===== src/rtl/multiplier.sv =====
// Sequential shift-add unsigned multiplier: one multiplier bit per cycle, LSB first,
// fixed WIDTH-cycle latency from start acceptance to the done pulse.
//
// state  | meaning
// IDLE   | waiting for start
// RUN    | iterating, one multiplier bit per cycle (exactly WIDTH cycles)
// DONE   | product just loaded, done pulse; start here chains a new operation
module multiplier #(
    parameter int WIDTH = 4
) (
    input  logic                 clk,
    input  logic                 rst_n,
    input  logic                 start,
    input  logic [WIDTH-1:0]     multiplicand,
    input  logic [WIDTH-1:0]     multiplier_in,
    output logic [2*WIDTH-1:0]   product,
    output logic                 busy,
    output logic                 done
);

    localparam int PW = 2 * WIDTH;
    localparam int CW = (WIDTH > 1) ? $clog2(WIDTH) : 1;

    typedef enum logic [1:0] {
        S_IDLE = 2'd0,
        S_RUN  = 2'd1,
        S_DONE = 2'd2
    } state_t;

    state_t          state;
    state_t          state_nxt;
    logic [PW-1:0]   a_sh;
    logic [PW-1:0]   acc;
    logic [PW-1:0]   acc_sum;
    logic [WIDTH-1:0] b_sh;
    logic [CW-1:0]   cnt;
    logic            cnt_tc;
    logic            load;
    logic            step;
    logic            finish;

    // a_sh already carries the multiplicand shifted by the current bit index
    assign acc_sum = acc + (b_sh[0] ? a_sh : '0);
    assign cnt_tc  = (cnt == '0);

    always_comb begin
        state_nxt = state;
        load      = 1'b0;
        step      = 1'b0;
        finish    = 1'b0;
        case (state)
            S_IDLE: begin
                if (start) begin
                    load      = 1'b1;
                    state_nxt = S_RUN;
                end
            end
            S_RUN: begin
                step = 1'b1;
                if (cnt_tc) begin
                    finish    = 1'b1;
                    state_nxt = S_DONE;
                end
            end
            S_DONE: begin
                if (start) begin
                    load      = 1'b1;
                    state_nxt = S_RUN;
                end else begin
                    state_nxt = S_IDLE;
                end
            end
            default: state_nxt = S_IDLE;
        endcase
    end

    always_ff @(posedge clk or negedge rst_n) begin
        if (!rst_n) begin
            state   <= S_IDLE;
            a_sh    <= '0;
            b_sh    <= '0;
            acc     <= '0;
            cnt     <= '0;
            product <= '0;
            busy    <= 1'b0;
            done    <= 1'b0;
        end else begin
            state <= state_nxt;
            busy  <= (state_nxt == S_RUN);
            done  <= (state_nxt == S_DONE);
            if (load) begin
                a_sh <= {{WIDTH{1'b0}}, multiplicand};
                b_sh <= multiplier_in;
                acc  <= '0;
                cnt  <= CW'(WIDTH - 1);
            end else if (step) begin
                acc  <= acc_sum;
                a_sh <= a_sh << 1;
                b_sh <= b_sh >> 1;
                cnt  <= cnt - CW'(1);
            end
            // product only moves on completion, so the old result stays valid through RUN
            if (finish) begin
                product <= acc_sum;
            end
        end
    end

endmodule


===== config.mk =====
export PLATFORM = sky130hd
export DESIGN_NAME = multiplier
export DESIGN_NICKNAME = d
export VERILOG_FILES = /design/src/rtl/multiplier.sv
export SDC_FILE = /design/constraint.sdc
export NUM_CORES = 1
export LEC_CHECK = 0
export ABC_AREA = 1
export CORE_ASPECT_RATIO = 0.8
export CORE_MARGIN = 3
export CORE_UTILIZATION = 50
export DETAILED_ROUTE_END_ITERATION = 7
export PLACE_DENSITY = 0.77
export RECOVER_POWER = 50
export SYNTH_ARGS = -nofsm -noshare
export SYNTH_HDL_FRONTEND = slang
export SYNTH_SLANG_ARGS = --single-unit
export TNS_END_PERCENT = 5

===== constraint.sdc =====
create_clock -name clk -period 1.8 [get_ports clk]
set_clock_uncertainty 0.2 [all_clocks]
set_input_delay 0.27 -clock clk [delete_from_list [all_inputs] [get_ports clk]]
set_output_delay 0.27 -clock clk [all_outputs]
set_load 0.1 [all_outputs]

# Word level (Yosys, flattened, before mapping)
# Cells that the tools add are included.
# word_totals
regBits	34
inputBits	11
out_inout_bits	10
word_cells	36
# op_classes
addsub	2
eq_ne	4
n_mux	18
n_reduce_logical	4
# op_table
cell	n
8-bit two-way mux	5
8-bit adder	1
2-bit two-way mux	4
4-bit two-way mux	2
1-bit two-way mux	6
2-bit case mux with 3 select lines	1
2-bit by 1-bit equality test with 1-bit output, second input constant	2
2-bit equality test, second input constant	2
2-bit zero test	2
2-bit nonzero test	1
2-bit OR reduction	1
2-bit by 1-bit subtractor with 2-bit output, second input constant	1

# Depth between registers and ports, before layout
# depth
ltp_word	4
mapped_depth	12
ltp_nobuf	11

# Worst setup path before layout
# No wires, ideal clock.
# synth_path
path_type	register to register
start	reg b_sh[0]
end	reg product[4]
arrival_time_ns	1.490
required_ns	1.480
path_slack_ns	-0.010
path_stages_with_launch	11
cell_sequence	dfrtp_1 buf_2 nand2_1 inv_1 ha_1 inv_1 fa_1 nor2_1 o21ai_0 nand3_1 nand2_1
# synth_between
elab_chain_cells	2
# synth_rtl
item	line	rtl
start: declaration	35	logic [WIDTH-1:0] b_sh;
start signal: assignment	93	b_sh <= multiplier_in;
start signal: assignment	99	b_sh <= b_sh >> 1;
8-bit two-way mux	43	assign acc_sum = acc + (b_sh[0] ? a_sh : '0);
8-bit adder	43	
end signal: assignment	104	product <= acc_sum;
end: declaration	16	output logic [2*WIDTH-1:0] product,
# Every way passes these cells.
# A chain may end at the register's enable or synchronous reset.

# Worst setup path after layout
# layout_path
start	reg b_sh[0]
end	reg acc[5]
# layout_between
elab_chain_cells	4
# layout_rtl
item	line	rtl
8-bit two-way mux	43	
8-bit adder	43	
8-bit two-way mux	96	end else if (step) begin
8-bit two-way mux	91	if (load) begin
end signal: assignment	97	acc <= acc_sum;
end: declaration	33	logic [PW-1:0] acc;
# Every way passes these cells. The select of a mux whose other input is x is not followed.

==> reports/metrics.cfg <==
[timing]
relSlewSlack_pct = 45.7
worst_pin_slew_ns = 0.815
setup_viol = 7
tns_ns = -0.172
period_needed_ns = 1.86
rsz0062_at_grt = true
maxSlewViolCount = 0
fin_ws_ns = -0.0604
fmax_mhz = 538
finalHoldViolations = 0
final.period_utilization_pct = 103

[cts]
clock_sink_count = 34
clock_latency_ns = 0.28
cts_tree = done
root_buffer = clkbuf_8
h-tree-depth = 2
cts_made_buffers = 5
clockBufferDepth = 2
cts_hold_buf = 0
path_clk_slew_ns = 0.06

[placed_design]
pre_cts_ws_ns = -0.0776
port_buffers = 20
dp_hpwl_mm = 2.42
gp_congestion = 0.835

[layout]
final_cell_mix = nand2_1, dfrtp_1, inv_1, nand2_2
mostFrequentLayoutCell = nand2_1
syn_to_final_growth_pct = 31.2
drive_above_1_share_pct = 32.3
antenna_cells = 0
final_net_count = 254
final_util_pct = 69.4
fillers = 263

[global_routing]
grt_remaining_overflow = 0
grt_usage_pct = 17.7
antenna_found_initial = 0
grt_pass1_wl_mm = 5.86
grt_pass1_vias = 1346
grt_max_degree = 35

[floorplanning]
coreArea_um2 = 3470
rows = 19
dieHeight_um = 60.2
start_util_pct = 52.9
die_area_um2 = 4440
chipWidth_um = 73.7
pin_count = 21

[drt]
drc = 0
detail-route-antenna-nets = 0
num_vias = 1427
routed_wl_mm = 3.53
drt_iter0_drc = 75
vias_per_cell = 5.15
firstDrtPassIters = 4
drt-wirelength-per-cell_um = 12.7

[flow_run]
drv_cap = 0

[yosys]
yosysWarningCount = 0
yosysSeqAreaShare_pct = 46.4
syn_inst = 205
synth-seq-cells = 34
mappedNetlistArea_um2 = 1840
synth.top_cell.area_share_pct = 46.4
synth_top_area_cell = dfrtp_1
synth_fp_nets = 225
synth.area.top_cells = dfrtp_1, nand2_1, inv_1
synth_cell_types = 33
avgSynthCellArea_um2 = 8.95

[power_and_ir_drop]
power_density_nw_per_um2 = 1970
p_leak_nw = 1.22
vdd_ir_drop_max_v = 0.000917

[critical_path]
worstPathArrival_ns = 1.83
critPathMaxFanout = 6
required_ns = 1.77
reg2reg_slack_ns = -0.06
endpoint_kind = flip-flop
path_class = flip-flop to flip-flop
start_kind = flip-flop

[worst_hold_path]
hp-class = flip-flop to flip-flop

[outcome]
violations = setup timing
status = finished, violations left

## kinds of logic after synthesis
group	synth area share, %
AND/OR/NAND/NOR	22.8
buffers and inverters	11.1
flip-flops	46.4
AO/OA/AOI/OAI	12.3
adder cells (fa/ha/maj)	6.54
XOR/XNOR	0.955
## synthesized netlist by cell type (all sizes together)
library cell	number
nand3	15
o221ai	5
buf	4
inv	39
ha	8
nand4	1
a22oi	1
or2	1
nand2	68
a21o	1
a22o	1
a21oi	2
fa	1
o22ai	4
xor2	1
nand3b	1
o211ai	1
o21ai	10
dfrtp	34
xnor2	1
nor2	6
## power breakdown
part	switching (mW)	total, mW	internal, mW
clock network	0.259	0.567	0.308
logic	1.77	2.85	1.08
registers	0.236	1.32	1.08
total	2.27	4.74	2.47
## layer usage
layer	part of all wire, %	GRT usage, %
met3	4.3	5.71
met4	0.65	6.20
met5	0	0
met1	47	22.6
met2	48	28.3
## layout make-up
| cell class | count | area (um2) | share of cell area (%) |
|---|---|---|---|
| multi-input combinational | 128 | 908 | 37.7 |
| sequential | 34 | 852 | 35.4 |
| timing repair buffer | 26 | 347 | 14.4 |
| inverter | 39 | 156 | 6.50 |
| clock buffer | 7 | 86.3 | 3.59 |
| tap | 42 | 52.6 | 2.18 |
| clock inverter | 1 | 5.00 | 0.208 |
## path summary, 6_finish.rpt
path / cells past startpoint / to / from
min in group asynchronous: 2 / product[0] / rst_n
max in group asynchronous: 2 / b_sh[0] / rst_n
min reg2reg: 2 / acc[7] / acc[7]
max: 10 / acc[5] / b_sh[0]
min: 2 / acc[7] / acc[7]
max reg2reg: 10 / acc[5] / b_sh[0]
## what timing repair did
action / in CTS / in global routing
cloned: 0 / 0
pin swaps: 0 / 14
gates resized for setup: 7 / 27
endpoints found under the setup margin: 9 / 12
setup buffers: 1 / 0
## sequential cells by signal, indices dropped and copies added, names as in the netlist
signal   cells
a_sh         8
acc          8
product      8
b_sh         4
cnt          2
state        2
busy         1
done         1
## stage by stage
step	instance area, um2	std cells	hold slack [ns]	power, mW
after floorplan	1840	205	-0.226	3.25
after global placement	2180	268	0.274	3.89
after detailed placement	2180	268	0.275	3.95
after CTS	2310	277	0.203	4.60
after global routing	2410	277	0.338	5.05
final	2410	277	0.306	4.74
## critical path, stage by stage (launching register included)
cell and delay, ns:
dfrtp_2 0.45, buf_6 0.14, nand2_2 0.05, inv_2 0.04
ha_4 0.29, nand2_2 0.06, nand3b_1 0.20, nand2_1 0.09
nand2_1 0.08, nand3_1 0.08, nand2_1 0.06
No activity file was read; power rests on OpenSTA's default activity.
==> patch, RTL diff (config.mk and constraints unchanged) <==
The 3 states of `state_t` get a one-hot encoding in 3 bits.
--- a/src/rtl/multiplier.sv
+++ b/src/rtl/multiplier.sv
@@ -21,10 +21,10 @@
     localparam int PW = 2 * WIDTH;
     localparam int CW = (WIDTH > 1) ? $clog2(WIDTH) : 1;
 
-    typedef enum logic [1:0] {
-        S_IDLE = 2'd0,
-        S_RUN  = 2'd1,
-        S_DONE = 2'd2
+    typedef enum logic [2:0] {
+        S_IDLE = 3'b001,
+        S_RUN  = 3'b010,
+        S_DONE = 3'b100
     } state_t;
 
     state_t          state;
Behaviour: same outputs for any inputs over 10 cycles, from zero or initial values and one cycle with rst_n low; not proved beyond that.
==> patch against the unedited design <==
- the flow still finishes with violations (setup timing)
- sequential share of layout area rose by 0.57 points
- routed wire length rose by 11%
- power fell by 18%
- setup slack got worse by 35 ps
- via count rose by 7.8%
- synthesized area fell by 0.20%
- combinational power fell by 29%
- final area rose by 1.5%
- synthesized cell count rose by 4.9%
- first-iteration DRC count rose by 33%
- cell count rose by 7.2%
- die area fell by 0.19%
- sequential cell count rose by 1
- critical path type unchanged
- critical endpoint is now acc[4]$_DFFE_PN0P_
- largest cell class unchanged
- highest routed layer unchanged
==> patch: results (changes against the unedited design) <==
** Synth
- The count of unique library cells instantiated by Yosys came to 29 (-12%).
- Most frequent cells after synthesis :: nand2_1, dfrtp_1, inv_1
- The synthesized instance count is 215 (+4.9%).
- By area the synthesized netlist is led by dfrtp_1, nand2_1, nand3_1.
- The proportion of synthesized flip-flops having asynchronous set or reset was 1.00 (unchanged).
- Count of yosys warnings during synthesis :: 0 (unchanged)
- The sequential share of the synthesized area came to 0.479 (+0.0153).
- Top_reg_cell synth :: dfrtp_1
- The number of nets produced by synthesis came to 235 (+4.4%).

** Timing
- Post-route worst setup slack :: -95.6 ps (-35.2 ps)
- # setup viols final :: 10 (+3)
- The transition time of the tightest slew-check pin came to 863 ps (+48.4 ps).
- The number of slew-limit violations in the final report is 0 (unchanged).

** Clock network
- For the worst-skew pair, the clock arrives at the later sink with an insertion delay of 290 ps.
- The number of buffers created by CTS came to 5 (unchanged).
- The number of levels the H-tree was split into was 2 (unchanged).
- Setup repair bufs after CTS :: 0 (-1)

** Routing
- DRC violation total after the first TritonRoute iteration :: 100 (+33%)
- Routed len/inst :: 13.2 um (+3.9%)
- Number of routed nets with antenna violations :: 0 (unchanged)
- Via/cell ratio :: 5.18 (+0.52%)
- The total iterations of the first detailed-routing run came to 4 (unchanged).
- The total number of vias came to 1,538 (+7.8%).

** Layout
- Fillers :: 274 (+4.2%)
- Registers with the highest flip-flop counts :: a_sh x8, acc x8, product x8
- Share of layout cells above drive strength 1 :: 0.271 (-0.0528)
- The layout net count is 274 (+7.9%).

** Placed design
- The number of cells after detailed placement is 289 (+7.8%).
- Placer's final routability congestion estimate :: 0.911 (+9.1%)
- The post-DP HPWL is 2.89 mm (+19%).
- The standard cell area after detailed placement is 2290 sq um (+4.9%).

** Pwr
- Worst vdd rail ir drop :: 0.931 mV (+1.6%)
- The total leakage power came to 1.28 nW (+4.8%).
- The internal power is 2.13 mW (-14%).

** Worst setup path
- R2r worst-path depth :: 12 (+2)
- Origin of the critical flop-to-flop path :: b_sh[0]$_DFFE_PN0P_
- The data arrival at the endpoint of the critical path is 1880 ps (+50 ps).
- Path type of the worst setup path :: flop to flop
- Slowest stage delay, CP :: 450 ps (about the same)
- The most critical setup path has its endpoint at acc[4]$_DFFE_PN0P_.
- The largest individual stage delay along the critical path comes from the cell dfrtp_2.
- The largest fanout on the critical path was 6 (unchanged).

** Outcome
- The checks that failed: setup timing.
- Result of the run :: finished with violations

** Global route
- The global routing usage summed across all routing layers came to 0.201 (+0.0238).
- Global-route wire length before repair :: 6.64 mm (+13%)
- The number of global-route vias before repair was 1,505 (+12%).
- The largest net degree at the start of global routing is 36 (+2.9%).
- The number of antenna violations at the first check in global routing is 0 (unchanged).

** Worst hold path
- The path class of the tightest hold or removal check is flop to flop.
## patch: logic make-up (layout without fill, tap and decap cells)
| family | after synthesis | after routing | share of synthesized area |
|---|---|---|---|
| simple gates | 115 | 115 | 0.305 |
| flops | 35 | 35 | 0.479 |
| xor+xnor | 2 | 2 | 0.00956 |
| fa+ha+maj | 9 | 9 | 0.0656 |
| compound gates | 20 | 20 | 0.0594 |
| buf+inv | 34 | 74 | 0.0813 |
## patch: timing repair
action | 4_1_cts | 5_1_grt
pin swaps | 0 | 3
endpoints found under the setup margin | 12 | 13
resized for setup | 10 | 9
## patch: cell type report
type                    count  area (sq um)  area share
multi-input cells         146           893       0.366
flip-flops and latches     35           878       0.360
clock buffers               7          76.3      0.0313
inverters                  29           111      0.0456
well taps                  42          52.6      0.0215
clock inverters             1          5.00     0.00205
repair buffers             37           425       0.174
## patch: per-stage QoR
stage / util / setup TNS, ps / setup WS, ps
CTS: 0.699 / -739 / -144
finish: 0.704 / -581 / -95.6
global placement: 0.659 / -611 / -129
detailed placement: 0.659 / -1000 / -165
floorplan: - / -424 / -102
global route: 0.704 / -1700 / -210
## patch: power groups by stage
stage	combinational [mW]	sequential [mW]	clock, mW
3_5_place_dp	1.98	1.29	0
6_report	2.03	1.30	0.549
5_1_grt	2.20	1.33	0.605
3_3_place_gp	1.93	1.28	0
2_1_floorplan	0.841	1.72	0
4_1_cts	2.02	1.29	0.558
## patch: per-layer routing
layer	GRT usage	vias to the layer above	routed length, um
met2	0.324	45	1830
met1	0.247	725	1790
li1	-	759	-
met5	0	-	0
met3	0.0706	9	240
met4	0.0749	0	76
## patch: worst min-delay path by stage
stage / start / endpoint / slack [ps] / cells past startpoint
global placement: b_sh[1]$_DFFE_PN0P_ / b_sh[1]$_DFFE_PN0P_ / 270 / 2
global route: a_sh[7]$_DFFE_PN0P_ / a_sh[7]$_DFFE_PN0P_ / 330 / 2
CTS: rst_n / acc[2]$_DFFE_PN0P_ / 160 / 2
floorplan: rst_n / a_sh[0]$_DFFE_PN0P_ / -230 / 0
detailed placement: b_sh[2]$_DFFE_PN0P_ / b_sh[2]$_DFFE_PN0P_ / 280 / 2
finish: b_sh[2]$_DFFE_PN0P_ / b_sh[2]$_DFFE_PN0P_ / 290 / 2
## patch: worst max-delay path: cells and delay by family (launching register included)
| family | cells | cell delay (ps) |
|---|---|---|
| AND/OR/NAND/NOR | 7 | 640 |
| adder cells (fa/ha/maj) | 2 | 350 |
| buffers and inverters | 3 | 140 |
| flip-flops | 1 | 450 |
